--- config.mk ---
export PLATFORM = sky130hd
export DESIGN_NAME = vsync_cnt
export DESIGN_NICKNAME = d
export VERILOG_FILES = /design/src/rtl/vsync_cnt.sv
export SDC_FILE = /design/constraint.sdc
export NUM_CORES = 1
export LEC_CHECK = 0
export CORE_UTILIZATION = 55
export DETAILED_ROUTE_END_ITERATION = 8
export PLACE_DENSITY = 0.82
export SYNTH_ARGS = -nofsm -noshare
export SYNTH_HDL_FRONTEND = slang
export SYNTH_SLANG_ARGS = --single-unit
export TNS_END_PERCENT = 30
--- constraint.sdc ---
create_clock -name clk -period 4.5 [get_ports clk]
set_input_delay 0.45 -clock clk [delete_from_list [all_inputs] [get_ports clk]]
set_output_delay 0.45 -clock clk [all_outputs]
set_load 0.01 [all_outputs]
--- src/rtl/vsync_cnt.sv ---
// Vertical timing stage for 640x480@60 VGA: counts lines on line_end, derives vsync/blanking/frame strobe.
// Optional frame counter output enabled by defining VSYNC_CNT_FRAME_CNT_EN.
module vsync_cnt #(
  parameter int   V_ACTIVE = 480,
  parameter int   V_FP     = 10,
  parameter int   V_SYNC   = 2,
  parameter int   V_BP     = 33,
  parameter logic SYNC_POL = 1'b0
) (
  input  logic       clk,
  input  logic       rst,
  input  logic       line_end,
  input  logic       h_rgb_en,
  output logic       vsync,
  output logic       v_rgb_en,
  output logic [9:0] row,
  output logic       disp_en,
  output logic       frame_start
`ifdef VSYNC_CNT_FRAME_CNT_EN
  ,
  output logic [7:0] frame_cnt
`endif
);

  localparam int V_TOTAL = V_ACTIVE + V_FP + V_SYNC + V_BP;
  localparam logic [9:0] ROW_LAST   = 10'(V_TOTAL - 1);
  localparam logic [9:0] ROW_FRONT  = 10'(V_ACTIVE);
  localparam logic [9:0] ROW_SYNC   = 10'(V_ACTIVE + V_FP);
  localparam logic [9:0] ROW_BACK   = 10'(V_ACTIVE + V_FP + V_SYNC);

  typedef enum logic [1:0] {
    ACTIVE,
    FRONT,
    SYNC,
    BACK
  } state_t;

  state_t     state_q, state_d;
  logic [9:0] row_q, row_d;
  logic       vsync_q, vsync_d;
  logic       v_rgb_en_q, v_rgb_en_d;
  logic       frame_start_q, frame_start_d;
  logic [9:0] row_next;
`ifdef VSYNC_CNT_FRAME_CNT_EN
  logic [7:0] frame_cnt_q, frame_cnt_d;
`endif

  assign row_next = (row_q == ROW_LAST) ? 10'd0 : row_q + 10'd1;

  // Region transitions look at the row being entered so outputs line up with row.
  always_comb begin
    state_d       = state_q;
    row_d         = row_q;
    frame_start_d = 1'b0;
`ifdef VSYNC_CNT_FRAME_CNT_EN
    frame_cnt_d   = frame_cnt_q;
`endif
    if (line_end) begin
      row_d = row_next;
      unique case (state_q)
        ACTIVE: if (row_next == ROW_FRONT) state_d = FRONT;
        FRONT:  if (row_next == ROW_SYNC)  state_d = SYNC;
        SYNC:   if (row_next == ROW_BACK)  state_d = BACK;
        BACK:   if (row_next == 10'd0)     state_d = ACTIVE;
        default: state_d = ACTIVE;
      endcase
      if (row_next == 10'd0) begin
        frame_start_d = 1'b1;
`ifdef VSYNC_CNT_FRAME_CNT_EN
        frame_cnt_d   = frame_cnt_q + 8'd1;
`endif
      end
    end
    vsync_d    = (state_d == SYNC) ? SYNC_POL : ~SYNC_POL;
    v_rgb_en_d = (state_d == ACTIVE);
  end

  always_ff @(posedge clk or negedge rst) begin
    if (!rst) begin
      state_q       <= ACTIVE;
      row_q         <= 10'd0;
      vsync_q       <= ~SYNC_POL;
      v_rgb_en_q    <= 1'b1;
      frame_start_q <= 1'b0;
`ifdef VSYNC_CNT_FRAME_CNT_EN
      frame_cnt_q   <= 8'd0;
`endif
    end else begin
      state_q       <= state_d;
      row_q         <= row_d;
      vsync_q       <= vsync_d;
      v_rgb_en_q    <= v_rgb_en_d;
      frame_start_q <= frame_start_d;
`ifdef VSYNC_CNT_FRAME_CNT_EN
      frame_cnt_q   <= frame_cnt_d;
`endif
    end
  end

  assign row         = row_q;
  assign vsync       = vsync_q;
  assign v_rgb_en    = v_rgb_en_q;
  assign frame_start = frame_start_q;
  assign disp_en     = h_rgb_en & v_rgb_en_q;
`ifdef VSYNC_CNT_FRAME_CNT_EN
  assign frame_cnt   = frame_cnt_q;
`endif

endmodule

==> results of run 1 <==
[layer usage]
| metal | wire length (um) | vias to the layer above |
|---|---|---|
| met5 | 0 | - |
| met4 | 23 | 0 |
| met3 | 92 | 2 |
| met2 | 1056 | 27 |
| met1 | 1020 | 454 |
| li1 | - | 476 |
[cells in the mapped netlist, types with 3 or more instances]
master    count
xor2_1        4
nor3_1        7
nand3_1       4
dfrtp_1      13
nand2_1      14
nand4_1       4
buf_4         4
nor2_1        6
clkbuf_1      5
inv_1         4
xnor2_1       4
and3_1        3
o21ai_0       8
buf_2         3
[logic make-up (layout without fill, tap and decap cells)]
family	after synthesis	count (layout)	synth area share (%)
AO/OA/AOI/OAI	30	30	19.73
XOR/XNOR	8	8	6.349
adder cells (fa/ha/maj)	2	2	2.267
buffers and inverters	18	25	9.183
flip-flops	15	15	34.24
multiplexers	1	1	1.020
AND/OR/NAND/NOR	54	54	27.21
[layout make-up]
| cell class | count | share of cell area [%] |
|---|---|---|
| Tap cell | 25 | 2.510 |
| Inverter | 4 | 1.205 |
| Clock buffer | 3 | 1.807 |
| Clock inverter | 1 | 0.4016 |
| Multi-Input combinational cell | 95 | 50.10 |
| Sequential cell | 15 | 30.32 |
| Timing Repair Buffer | 17 | 13.65 |
[flip-flops by register name, summed over array words and instances (netlist names)]
register	count
state_q	2
frame_start	1
vsync	1
row	10
v_rgb_en	1
[report_power, final]
part           internal, mW  switching [mW]  total [mW]  leakage [nW]
Clock                0.0331          0.0449      0.0780        0.0177
Sequential            0.156          0.0659       0.222         0.194
Combinational         0.121           0.101       0.222         0.307
Total                 0.310           0.212       0.522         0.519
[worst max-delay path, cell delays in order, from the launching register on]
cell and delay, ns:
dfrtp_1 0.55, ha_1 0.45, and3_1 0.32, nand2_1 0.10, o21bai_1 0.18, a21o_1 0.18, or3_1 0.39, a221o_1 0.30
[worst max-delay path by stage]
stage                start          to  cells after the start
floorplan           row[1]  state_q[1]                     10
global placement    row[1]  state_q[1]                      7
CTS                 row[1]  state_q[1]                      7
detailed placement  row[1]  state_q[1]                      7
finish              row[1]  state_q[1]                      7
global route        row[1]  state_q[1]                      7
[stage by stage]
stage / area [um^2] / total power [mW]
after floorplan: 1104 / 0.3835
after global routing: 1246 / 0.5628
after global placement: 1219 / 0.4376
after CTS: 1246 / 0.5239
after detailed placement: 1219 / 0.4447
final: 1246 / 0.5220
==> impl_results.md, run 1 <==
* Outcome: complete, no violations
* Final core occ at 69.17%
* CTS sink cnt at 15
* P per Cell Area at 418.9 nW/um^2
* Max Clk Rate at 0.3910 GHz
* DRC at 0
* Number of H-tree levels at 1
* Final Wtd Congestion at 0.9162
* Num rows at 15
* Met2 usage at 34.44%
* Register-to-register setup slack at 1.94 ns
* Final net count at 142
* Synth warn at 0
* Multi-input logic area at 624.3 um^2
* Share of the synthesized area in the top cell type at 29.48%
* Fillers at 152
* Floorplan core area at 1802 um^2
* Unrepaired setup endpoints after global routing: no
* Syn nets at 134
* Min-Delay Path Class: primary input to async pin
* Share of layout cells above drive strength 1 at 9.630%
* Initial Util at 61.25%
* Clock latency on the worst-skew pair at 0.29 ns
* Post-DP HPWL at 1.601 mm
* Finished Layout Cells at 160
* Area leader, netlist: dfrtp_1
* Yosys cell types at 50
* DRT iter0 DRCs at 14
* Mapped Avg Cell Area at 8.622 um^2
* Cts hold-fix bufs at 0
* Synth Cell Area at 1104 um^2
* Placement Setup Slack at 1.981 ns
* Cts repair resizes at 0
* Final setup margin at 1.942 ns
* Vias in the first global route at 793
* Die X at 46.80 um
* PortBufs at 17
* First-pass GRT wire length at 3.387 mm
* GRT met1 Usage at 30.81%
* CTS clk-pin slew, worst paths at 0.09 ns
* DP Cell Count at 156
* Post-synth EDFFs at 0
* Gr ovfl total at 0
* Most Used Layer, Global Route: met2
* Boundary Pins at 18
* Most frequent cells in the layout: clkdlybuf4s50_1 (17), nand2_1 (14), dfrtp_1 (13), o21ai_0 (8), nor3_1 (7)
* Crit path max fanout at 11
* Worst Skew at 0.004428 ns
* DIE HEIGHT at 46.80 um
* Area grow syn2layout at 12.93%
* Total negative slack at 0 ns
* Async S/R FF share, synth at 100.0%
* GRT Overall Usage at 22.12%
* Worst Tran Pin Value at 0.6498 ns
* CTS tree: done
* Worst VDD drop at 0.2863 mV
* Clk buf depth at 2
* CTS buffer count at 3
* Ant diodes at 0
* Shortest period the worst path allows at 2.558 ns
* Reg-to-Reg End: state_q[1]
* Final period util at 56.84%
* Slew Limit Headroom at 56.54%
* CP Data Arrival Time at 2.74 ns
* Synth Register Bits at 15
* Antenna violations before repair at 0
* Reg2reg start: row[1]
* Register area at 377.9 um^2
* WS Path Type: flop to flop
* Main area contributors after synthesis: dfrtp_1 (29%), dfstp_2 (4.8%), nand2_1 (4.8%), o21ai_0 (3.6%), nor3_1 (3.2%)
* GR Layer Usage met3 at 4.615%
* Startpoint types: flop
* CTS root buf: clkbuf_4
* Critical Path RT at 4.68 ns
* Final setup viols at 0
* Pre-Repair DR Iteration Count at 4
* Hold slack final at 0.5531 ns
* Most common flop cell mapped by yosys: dfrtp_1
* Max-cap violations at 0
* Synthesized instance count at 128
* Largest net degree at the start of global routing at 17
* Antenna Nets Post-Route at 0
* WL final at 2.193 mm
* Drt wl/cell at 13.71 um
* Static Leak at 0.5188 nW
* Vias at 959
* Total die area at 2190 um^2
* Setup Buffers After CTS at 0
* Commonest non-fill, non-tap cell in the layout: clkdlybuf4s50_1
* Slew Viols, Final at 0
* Final hold vios at 0
* Vias per Instance at 5.994
* Crit path capture type: flop
* Reg2Reg Depth at 7
* Seq/Total Area, Yosys at 34.24%
(Power assumes the default switching activity.)
==> run 2, diff against run 1 <==
--- a/config.mk
+++ b/config.mk
@@ -5,9 +5,9 @@
 export SDC_FILE = /design/constraint.sdc
 export NUM_CORES = 1
 export LEC_CHECK = 0
-export CORE_UTILIZATION = 55
+export CORE_UTILIZATION = 52
 export DETAILED_ROUTE_END_ITERATION = 8
-export PLACE_DENSITY = 0.82
+export PLACE_DENSITY = 0.78
 export SYNTH_ARGS = -nofsm -noshare
 export SYNTH_HDL_FRONTEND = slang
 export SYNTH_SLANG_ARGS = --single-unit
==> constraint.sdc (replaced) <==
create_clock -name clk -period 2.6 [get_ports clk]
set_input_delay 0.26 -clock clk [delete_from_list [all_inputs] [get_ports clk]]
set_output_delay 0.26 -clock clk [all_outputs]
set_load 0.01 [all_outputs]
==> run 2 against run 1 <==
  * Die area up 5.5%
  * Setup slack worse by 1.7 ns
  * Global-route usage is 2.9 points higher
  * Critical path depth is 1 higher
  * Highest routed layer unchanged
  * Fmax grew 6.2%
==> impl_results.md, run 2 (synthesis gave the netlist of run 1 again) <==
* Antenna Nets Post-Route at 0
* Gr ovfl total at 0
* Max reg flops at 10
* Num rows at 16
* Crit path cell chain: inv_1 > ha_1 > nand4bb_1 > or3_4 > o21ai_4 > nand2_1 > or3_1 > a221o_1
* CTS buffer count at 3
* Hold slack final at 0.3723 ns
* Worst Tran Pin Value at 0.6832 ns
* Number of H-tree levels at 1
* Largest net degree at the start of global routing at 16
* WL final at 2.579 mm
* Floorplan core area at 1982 um^2
* Max Clk Rate at 0.4154 GHz
* Min-Delay Path Class: primary input to async pin
* Dpl cell area at 1259 um^2
* WS Path Type: flop to flop
* GRT Overall Usage at 25.00%
* Most frequent cells in the layout: clkdlybuf4s50_1 (17), nand2_1 (14), dfrtp_1 (13), o21ai_0 (8), nor3_1 (7)
* CTS sink cnt at 15
* Share of layout cells above drive strength 1 at 12.86%
* Slowest stage delay, CP at 0.50 ns
* Clock latency on the worst-skew pair at 0.29 ns
* DRC at 0
* Pre-Repair DR Iteration Count at 4
* Die X at 48.07 um
* CTS root buf: clkbuf_4
* Crit path capture type: flop
* Worst path slowest cell: dfrtp_1
* Startpoint types: flop
* Ant diodes at 0
* Final period util at 92.60%
* DP Cell Count at 163
* Total die area at 2310 um^2
* Final Wtd Congestion at 0.8850
* Commonest non-fill, non-tap cell in the layout: clkdlybuf4s50_1
* First-pass GRT wire length at 3.884 mm
* Worst Skew at 0.005258 ns
* Final net count at 147
* CTS clk-pin slew, worst paths at 0.09 ns
* Final setup viols at 0
* Cts hold-fix bufs at 0
* CP Data Arrival Time at 2.59 ns
* P per Cell Area at 736.0 nW/um^2
* Design area at 1290 um^2
* Unrepaired setup endpoints after global routing: no
* Outcome: complete, no violations
* Vias per Instance at 6.102
* Max-cap violations at 0
* Post-DP HPWL at 1.879 mm
* Slew Limit Headroom at 54.31%
* Vias in the first global route at 855
* Final hold vios at 0
* Area grow syn2layout at 16.89%
* Worst VDD drop at 0.4302 mV
* Vias at 1,019
* Shortest period the worst path allows at 2.407 ns
* Antenna violations before repair at 0
* DIE HEIGHT at 48.07 um
* Clk buf depth at 2
* Crit path max fanout at 11
* PortBufs at 17
* Static Leak at 0.5438 nW
* DRT iter0 DRCs at 31
* Initial Util at 55.68%
* Total negative slack at 0 ns
* CTS tree: done
* Finished Layout Cells at 167
* Boundary Pins at 18
* Slew Viols, Final at 0
* Critical Path RT at 2.78 ns
* Drt wl/cell at 15.44 um
[run 2: layout make-up]
class	count	area, um^2
Fill cell	166	691.9
Multi-Input combinational cell	95	629.4
Sequential cell	15	377.9
Timing Repair Buffer	22	207.7
Tap cell	27	33.78
Clock buffer	4	26.28
Inverter	4	15.01
[run 2: layer usage]
layer	part of all wire [%]	wire length [um]	global-route usage [%]
met2	50	1292	44.05
met1	43	1102	29.75
met3	4.4	113	3.396
met5	0	0	0
met4	2.8	71	11.67
[run 2: worst paths after layout]
path / to / cells past startpoint / from / slack (ns)
worst max-delay path: state_q[1] / 8 / row[0] / 0.19
min in group clk: state_q[0] / 1 / state_q[0] / 0.60
max in group asynchronous: row[4] / 1 / rst / 1.79
worst max register to register: state_q[1] / 8 / row[0] / 0.19
worst min-delay path: frame_start / 1 / rst / 0.37
worst min register to register: state_q[0] / 1 / state_q[0] / 0.60
[run 2: report_power, final]
group | switching, mW | internal (mW) | total (mW) | leakage, nW
Clock | 0.0808 | 0.0598 | 0.141 | 0.0150
Sequential | 0.0903 | 0.270 | 0.360 | 0.194
Combinational | 0.217 | 0.231 | 0.448 | 0.334
[run 2: critical path: cells and delay by family, from the launching register on]
kind                     cells  cell delay (ns)
AO/OA/AOI/OAI                2             0.40
adder cells (fa/ha/maj)      1             0.18
AND/OR/NAND/NOR              4             1.05
buffers and inverters        1             0.17
flip-flops                   1             0.50
[run 2: timing repair]
| action | 4_1_cts | 5_1_grt |
|---|---|---|
| resized for setup | 0 | 1 |
| setup endpoints to repair | 0 | 1 |
| setup buffers | 0 | 0 |
[run 2: through the flow]
stage / setup slack, ns / total power [mW] / utilization (%)
2_1_floorplan: 0.3478 / 0.6638 / -
3_3_place_gp: 0.3222 / 0.7876 / 63.51
3_5_place_dp: 0.1234 / 0.8030 / 63.51
4_1_cts: 0.1196 / 0.9475 / 64.84
5_1_grt: 0.02151 / 1.017 / 65.09
6_report: 0.1925 / 0.9494 / 65.09
